## src/rtl/instr_fetch_unit_pkg.sv

```systemverilog
// Shared encodings for the instruction fetch unit:
// PC source selects, fetch FSM states and instruction field positions.
package instr_fetch_unit_pkg;

    localparam logic [1:0] PCSRC_SEQ = 2'b00;
    localparam logic [1:0] PCSRC_BR  = 2'b01;
    localparam logic [1:0] PCSRC_JR  = 2'b10;
    localparam logic [1:0] PCSRC_J   = 2'b11;

    localparam logic [5:0]  HALT_OPCODE  = 6'b111111;
    localparam logic [31:0] RESET_PC_DEF = 32'h0000_0000;

    localparam int OP_MSB  = 31;
    localparam int OP_LSB  = 26;
    localparam int RS_MSB  = 25;
    localparam int RS_LSB  = 21;
    localparam int RT_MSB  = 20;
    localparam int RT_LSB  = 16;
    localparam int RD_MSB  = 15;
    localparam int RD_LSB  = 11;
    localparam int SA_MSB  = 10;
    localparam int SA_LSB  = 6;
    localparam int IMM_MSB = 15;
    localparam int IDX_MSB = 25;

    typedef enum logic [1:0] {
        F_IDLE = 2'd0,
        F_REQ  = 2'd1,
        F_FULL = 2'd2
    } fetch_state_t;

endpackage

```

## src/rtl/instr_fetch_unit_if.sv

```systemverilog
// Instruction memory req/valid handshake.
// The fetch unit is the master; the memory is the slave.
interface instr_fetch_unit_if;

    logic        imem_req;
    logic [31:0] imem_addr;
    logic [31:0] imem_rdata;
    logic        imem_valid;

    modport master (
        output imem_req,
        output imem_addr,
        input  imem_rdata,
        input  imem_valid
    );

    modport slave (
        input  imem_req,
        input  imem_addr,
        output imem_rdata,
        output imem_valid
    );

endinterface

```

## src/rtl/instr_fetch_unit_next_pc_logic.sv

```systemverilog
// Combinational next-PC selection for sequential, branch,
// register-indirect and absolute-jump flow.
module next_pc_logic
    import instr_fetch_unit_pkg::*;
(
    input  logic [31:0] pc,
    input  logic [31:0] pc_plus4,
    input  logic [1:0]  PCSrc,
    input  logic [31:0] ext_imm,
    input  logic [31:0] reg_target,
    input  logic [25:0] instr_idx,
    output logic [31:0] next_pc
);

    logic [31:0] br_target;
    logic [31:0] jr_target;
    logic [31:0] j_target;

    assign br_target = pc + 32'd4 + (ext_imm << 2);
    assign jr_target = reg_target & ~32'd3;
    assign j_target  = {pc_plus4[31:28], instr_idx, 2'b00};

    always_comb begin
        next_pc = pc_plus4;
        unique case (PCSrc)
            PCSRC_SEQ: next_pc = pc_plus4;
            PCSRC_BR:  next_pc = br_target;
            PCSRC_JR:  next_pc = jr_target;
            PCSRC_J:   next_pc = j_target;
        endcase
    end

endmodule

```

## src/rtl/instr_fetch_unit.sv

```systemverilog
// PC, one-entry fetch buffer and IR for the multi-cycle core,
// fetching over a variable-latency req/valid memory port.
module instr_fetch_unit
    import instr_fetch_unit_pkg::*;
#(
    parameter logic [31:0] RESET_PC = RESET_PC_DEF,
    parameter logic [5:0]  HALT_OP  = HALT_OPCODE
) (
    input  logic                      CLK,
    input  logic                      RST,
    input  logic                      PCWre,
    input  logic                      IRWre,
    input  logic [1:0]                PCSrc,
    input  logic [31:0]               ext_imm,
    input  logic [31:0]               reg_target,
    instr_fetch_unit_if.master        imem,
    output logic [31:0]               pc,
    output logic [31:0]               pc_plus4,
    output logic [31:0]               instr,
    output logic [5:0]                opCode,
    output logic [4:0]                rs,
    output logic [4:0]                rt,
    output logic [4:0]                rd,
    output logic [4:0]                sa,
    output logic [15:0]               imm16,
    output logic                      fetch_stall,
    output logic                      halted
);

    fetch_state_t state;
    fetch_state_t state_n;

    logic        redir;
    logic        redir_n;
    logic        buf_ld;
    logic        addr_ld;
    logic        buf_vld;
    logic [31:0] fbuf;
    logic [31:0] faddr;
    logic [31:0] next_pc;
    logic [31:0] pc_n;

    assign pc_plus4 = pc + 32'd4;
    assign pc_n     = PCWre ? next_pc : pc;
    assign buf_vld  = (state == F_FULL);

    next_pc_logic u_npc (
        .pc         (pc),
        .pc_plus4   (pc_plus4),
        .PCSrc      (PCSrc),
        .ext_imm    (ext_imm),
        .reg_target (reg_target),
        .instr_idx  (instr[IDX_MSB:0]),
        .next_pc    (next_pc)
    );

    // A response for a request whose PC was overwritten is dropped
    // and the fetch is reissued to whatever the PC is now.
    always_comb begin
        state_n       = state;
        redir_n       = redir;
        buf_ld        = 1'b0;
        addr_ld       = 1'b0;
        imem.imem_req = 1'b0;
        unique case (state)
            F_IDLE: begin
                state_n = F_REQ;
                addr_ld = 1'b1;
            end
            F_REQ: begin
                imem.imem_req = 1'b1;
                if (imem.imem_valid) begin
                    if (redir || PCWre) begin
                        redir_n = 1'b0;
                        addr_ld = 1'b1;
                    end else begin
                        buf_ld  = 1'b1;
                        state_n = F_FULL;
                    end
                end else if (PCWre) begin
                    redir_n = 1'b1;
                end
            end
            F_FULL: begin
                if (PCWre) begin
                    state_n = F_REQ;
                    addr_ld = 1'b1;
                end
            end
            default: state_n = F_IDLE;
        endcase
    end

    always_ff @(posedge CLK or negedge RST) begin
        if (!RST) begin
            state <= F_IDLE;
            redir <= 1'b0;
            pc    <= RESET_PC;
            instr <= 32'd0;
            fbuf  <= 32'd0;
            faddr <= RESET_PC;
        end else begin
            state <= state_n;
            redir <= redir_n;
            if (PCWre)
                pc <= next_pc;
            if (IRWre && buf_vld)
                instr <= fbuf;
            if (buf_ld)
                fbuf <= imem.imem_rdata;
            if (addr_ld)
                faddr <= pc_n;
        end
    end

    assign imem.imem_addr = faddr;

    assign fetch_stall = IRWre && !buf_vld;
    assign halted      = (instr[OP_MSB:OP_LSB] == HALT_OP);

    assign opCode = instr[OP_MSB:OP_LSB];
    assign rs     = instr[RS_MSB:RS_LSB];
    assign rt     = instr[RT_MSB:RT_LSB];
    assign rd     = instr[RD_MSB:RD_LSB];
    assign sa     = instr[SA_MSB:SA_LSB];
    assign imm16  = instr[IMM_MSB:0];

endmodule
```

## src/flat_wrapper.sv

```systemverilog
// flat-port wrapper written by rule: the top's interface ports become plain ports
module instr_fetch_unit_flat import instr_fetch_unit_pkg::*;
#(
    parameter logic [31:0] RESET_PC = RESET_PC_DEF,
    parameter logic [5:0]  HALT_OP  = HALT_OPCODE
)
  (CLK, RST, PCWre, IRWre, PCSrc, ext_imm, reg_target, pc, pc_plus4, instr, opCode, rs, rt, rd, sa, imm16, fetch_stall, halted, imem_imem_req, imem_imem_addr, imem_imem_rdata, imem_imem_valid);
  instr_fetch_unit_if imem_i ();
  input  logic CLK;
  input  logic RST;
  input  logic PCWre;
  input  logic IRWre;
  input  logic [1:0] PCSrc;
  input  logic [31:0] ext_imm;
  input  logic [31:0] reg_target;
  output logic [31:0] pc;
  output logic [31:0] pc_plus4;
  output logic [31:0] instr;
  output logic [5:0] opCode;
  output logic [4:0] rs;
  output logic [4:0] rt;
  output logic [4:0] rd;
  output logic [4:0] sa;
  output logic [15:0] imm16;
  output logic fetch_stall;
  output logic halted;
  output wire logic [$bits(imem_i.imem_req)-1:0] imem_imem_req;
  output wire logic [$bits(imem_i.imem_addr)-1:0] imem_imem_addr;
  input wire logic [$bits(imem_i.imem_rdata)-1:0] imem_imem_rdata;
  input wire logic [$bits(imem_i.imem_valid)-1:0] imem_imem_valid;
  assign imem_imem_req = imem_i.imem_req;
  assign imem_imem_addr = imem_i.imem_addr;
  assign imem_i.imem_rdata = imem_imem_rdata;
  assign imem_i.imem_valid = imem_imem_valid;
  instr_fetch_unit #(.RESET_PC(RESET_PC), .HALT_OP(HALT_OP)) u_core (.CLK(CLK), .RST(RST), .PCWre(PCWre), .IRWre(IRWre), .PCSrc(PCSrc), .ext_imm(ext_imm), .reg_target(reg_target), .imem(imem_i), .pc(pc), .pc_plus4(pc_plus4), .instr(instr), .opCode(opCode), .rs(rs), .rt(rt), .rd(rd), .sa(sa), .imm16(imm16), .fetch_stall(fetch_stall), .halted(halted));
endmodule
```

## config.mk

```make
export PLATFORM = sky130hd
export DESIGN_NAME = instr_fetch_unit_flat
export DESIGN_NICKNAME = d
export VERILOG_FILES = /design/src/rtl/instr_fetch_unit_pkg.sv /design/src/rtl/instr_fetch_unit_if.sv /design/src/rtl/instr_fetch_unit_next_pc_logic.sv /design/src/rtl/instr_fetch_unit.sv /design/src/flat_wrapper.sv
export SDC_FILE = /design/constraint.sdc
export NUM_CORES = 1
export LEC_CHECK = 0
export BUFFER_PORTS_ARGS = -buffer_cell sky130_fd_sc_hd__buf_2
export CAP_MARGIN = 25
export CORE_UTILIZATION = 52
export DETAILED_ROUTE_END_ITERATION = 10
export GPL_TIMING_DRIVEN = 1
export PLACE_DENSITY = 0.81
export SLEW_MARGIN = 20
export SYNTH_ARGS = -nofsm -noshare
export SYNTH_HDL_FRONTEND = slang
export SYNTH_SLANG_ARGS = --single-unit
```

## constraint.sdc

```tcl
create_clock -name CLK -period 4.1 [get_ports CLK]
set_input_delay 0.41 -clock CLK [delete_from_list [all_inputs] [get_ports CLK]]
set_output_delay 0.41 -clock CLK [all_outputs]
set_load 0.05 [all_outputs]
```

==> out/summary.txt <==
Status: complete, no violations
Fmax: 260 MHz
Gp weighted congestion: 0.932
Post-Route WL: 26600 um
Hold Path Class: in2reg
Clk slew on worst S/H paths: 60 ps
Post-CTS Repair Setup Buffers: 0
H-Tree Level Count: 4
Power share of the combinational group: 60.4%
Critical path endpoint category: flip-flop
DRC: 0
Worst slew pin tran: 1010 ps
I/O pin cnt: 276
CP required: 4380 ps
VDD IR max: 683 uV
CTS Sinks: 131
Clock Latency Late Sink: 420 ps
Core area: 0.0160 mm2
Max_slew headroom: 32.2%
Setup TNS: 0 ps
Critical path class: reg2reg
Die height: 131 um
Netlist Area Pre-Place: 0.00860 mm2
Number of global-route vias before repair: 7505
CTS max path bufs: 2
Wire per inst: 19.9 um
Sw Share: 55.5%
Main synth FF type: dfrtp_1
Number of nets in the layout: 1242
Clock share of power: 14.6%
MaxCap Viol Count: 0
Number of port buffers: 271
Tcrit/Tclk final: 94.0%
Initial drt markers: 734
Power per standard cell area: 909 mW/mm2
RSZ-0062 raised after global routing: no
Vias: 7918
CP Max Fanout: 8
GRT overflow: 0
Async S/R FF share, synth: 100%
Int Pwr: 4350 uW
Placed wire-length estimate: 20000 um
First-pass GRT wire length: 40500 um
Max Transition Viols Final: 0
Die Wd: 131 um
Leak: 0.00536 uW
Endpoints failing setup: 0
Overall Global Routing Usage: 31.9%
Hold Fails Final Rpt: 0
Synth cell types: 71
Cts bufs inserted: 17
Seq cells post-synth: 131
Synth-to-layout area growth: 25.2%
Synth Net Count: 1017
Min Clock Period, post-route: 3850 ps
CP Launch Type: flip-flop
Starting Density: 53.7%
Number of enable flip-flop cells after synthesis: 0
First-pass detailed-route iteration total: 8
Die area: 0.0171 mm2
Row count: 46
Syn Area/Cell: 9.79 um2
Net switching power: 5430 uW
WHS: 204 ps
Synth warn: 0
Largest net degree at the start of global routing: 112
Data arrival, critical path: 4130 ps
DR vias/cell: 5.94
Reg power frac: 25.0%
Post-route ant nets: 0
Clock root buffer: clkbuf_16
Clock skew: 14.1 ps
CTS tree: yes
Commonest non-fill, non-tap cell in the layout: buf_2
Layout cells sized above 1: 42.8%
Internal reg-to-reg setup slack: 250 ps
Initial antenna violation count: 2
Cells after Synth: 878
Most frequent cells in the layout: buf_2, dfrtp_1, nand2_1
Seq/Total Area, Yosys: 38.1%
path summary, 6_finish.rpt:
path / start / end / depth (start not counted)
min: imem_imem_valid / u_core.redir / 2
min in group asynchronous: RST / u_core.instr[1] / 2
max in group asynchronous: RST / u_core.pc[16] / 4
min reg2reg: u_core.imem.imem_addr[26] / u_core.imem.imem_addr[26] / 2
max: u_core.pc[4] / u_core.imem.imem_addr[28] / 14
max reg2reg: u_core.pc[4] / u_core.imem.imem_addr[28] / 14
synthesized netlist by cell type (all sizes together), types with 4 or more instances:
library cell | instances | share of area (%)
a21oi | 54 | 3.2
o31ai | 6 | 0.52
o22ai | 5 | 0.36
mux4 | 10 | 2.6
a21o | 18 | 1.6
o21ai | 31 | 1.8
a32oi | 4 | 0.41
o211ai | 6 | 0.52
or4 | 5 | 0.52
and3 | 11 | 0.80
nand4 | 11 | 0.95
nand3 | 34 | 2.2
and4 | 6 | 0.64
nor2b | 6 | 0.44
or3 | 12 | 0.87
a31o | 4 | 0.41
xor2 | 16 | 1.6
clkbuf | 29 | 1.3
nor2 | 44 | 1.9
a31oi | 10 | 0.73
mux2 | 80 | 10
mux2i | 23 | 2.7
and2 | 10 | 0.73
nor3 | 15 | 0.87
buf | 60 | 4.6
o21a | 5 | 0.44
a211oi | 4 | 0.35
dfrtp | 131 | 38
nand2 | 99 | 4.4
inv | 16 | 0.70
ha | 35 | 5.1
xnor2 | 25 | 2.5
nand2b | 12 | 0.87
stage by stage:
stage | utilization (%) | area (um2) | total power, uW | setup WS (ps) | instances
2_1_floorplan | - | 8860 | 7060 | 1.75 | 878
3_3_place_gp | 63.4 | 10100 | 8140 | 280 | 1298
3_5_place_dp | 63.4 | 10100 | 8280 | 238 | 1298
4_1_cts | 66.9 | 10700 | 9730 | 218 | 1330
5_1_grt | 67.3 | 10800 | 10200 | 1.44 | 1334
6_report | 67.3 | 10800 | 9780 | 247 | 1334
worst max-delay path: stages, from the launching register on:
cell,delay [ps]
dfrtp_2,430
and4_4,280
and4_1,310
nand3_1,170
nor2_1,210
xor2_2,230
ha_1,350
a21oi_1,150
o21ai_0,140
a21o_1,200
a21oi_1,170
o21ai_2,130
a41oi_1,330
mux2i_1,470
o31ai_1,140
flip-flops by register name, summed over array words and instances (netlist names):
| signal | cells |
|---|---|
| u_core.fbuf | 32 |
| u_core.imem.imem_addr | 32 |
| u_core.instr | 32 |
| u_core.pc | 32 |
| u_core.state | 2 |
| u_core.redir | 1 |
cell families after synthesis:
| family | after synthesis | share of synthesized area (%) |
|---|---|---|
| mux | 113 | 15.8 |
| simple gates | 275 | 16.4 |
| xor+xnor | 42 | 4.44 |
| flops | 131 | 38.1 |
| buf+inv | 105 | 6.62 |
| fa+ha+maj | 36 | 5.33 |
| compound gates | 176 | 13.3 |
cell type report:
cell class                 count  area (um2)
antenna                        2        5.00
clock inverter                12        96.3
timing repair buffer         295        1570
clock buffer                  20         457
fill                        1339        5240
multi-input combinational    642        5020
sequential                   131        3290
inverter                      16        60.1
tap                          216         270
power by group through the flow:
stage	registers (uW)	clock network (uW)	logic (uW)
after floorplan	3690	0	3370
after global placement	2410	0	5730
after detailed placement	2450	0	5830
after CTS	2440	1440	5850
after global routing	2520	1500	6180
final	2450	1430	5900
routing by layer:
metal	wire length (um)	track usage, %	vias up
met1	10600	42.0	3799
met4	982	14.5	0
li1	-	-	3594
met3	2540	7.37	80
met5	0	0	-
met2	12500	50.2	445
timing repair:
item,CTS,global route
hold buffers,0,1
endpoints found under the hold margin,0,47
gates resized for setup,0,8
endpoints found under the setup margin,0,8
Note: power is estimated with default switching activity, not from simulation.
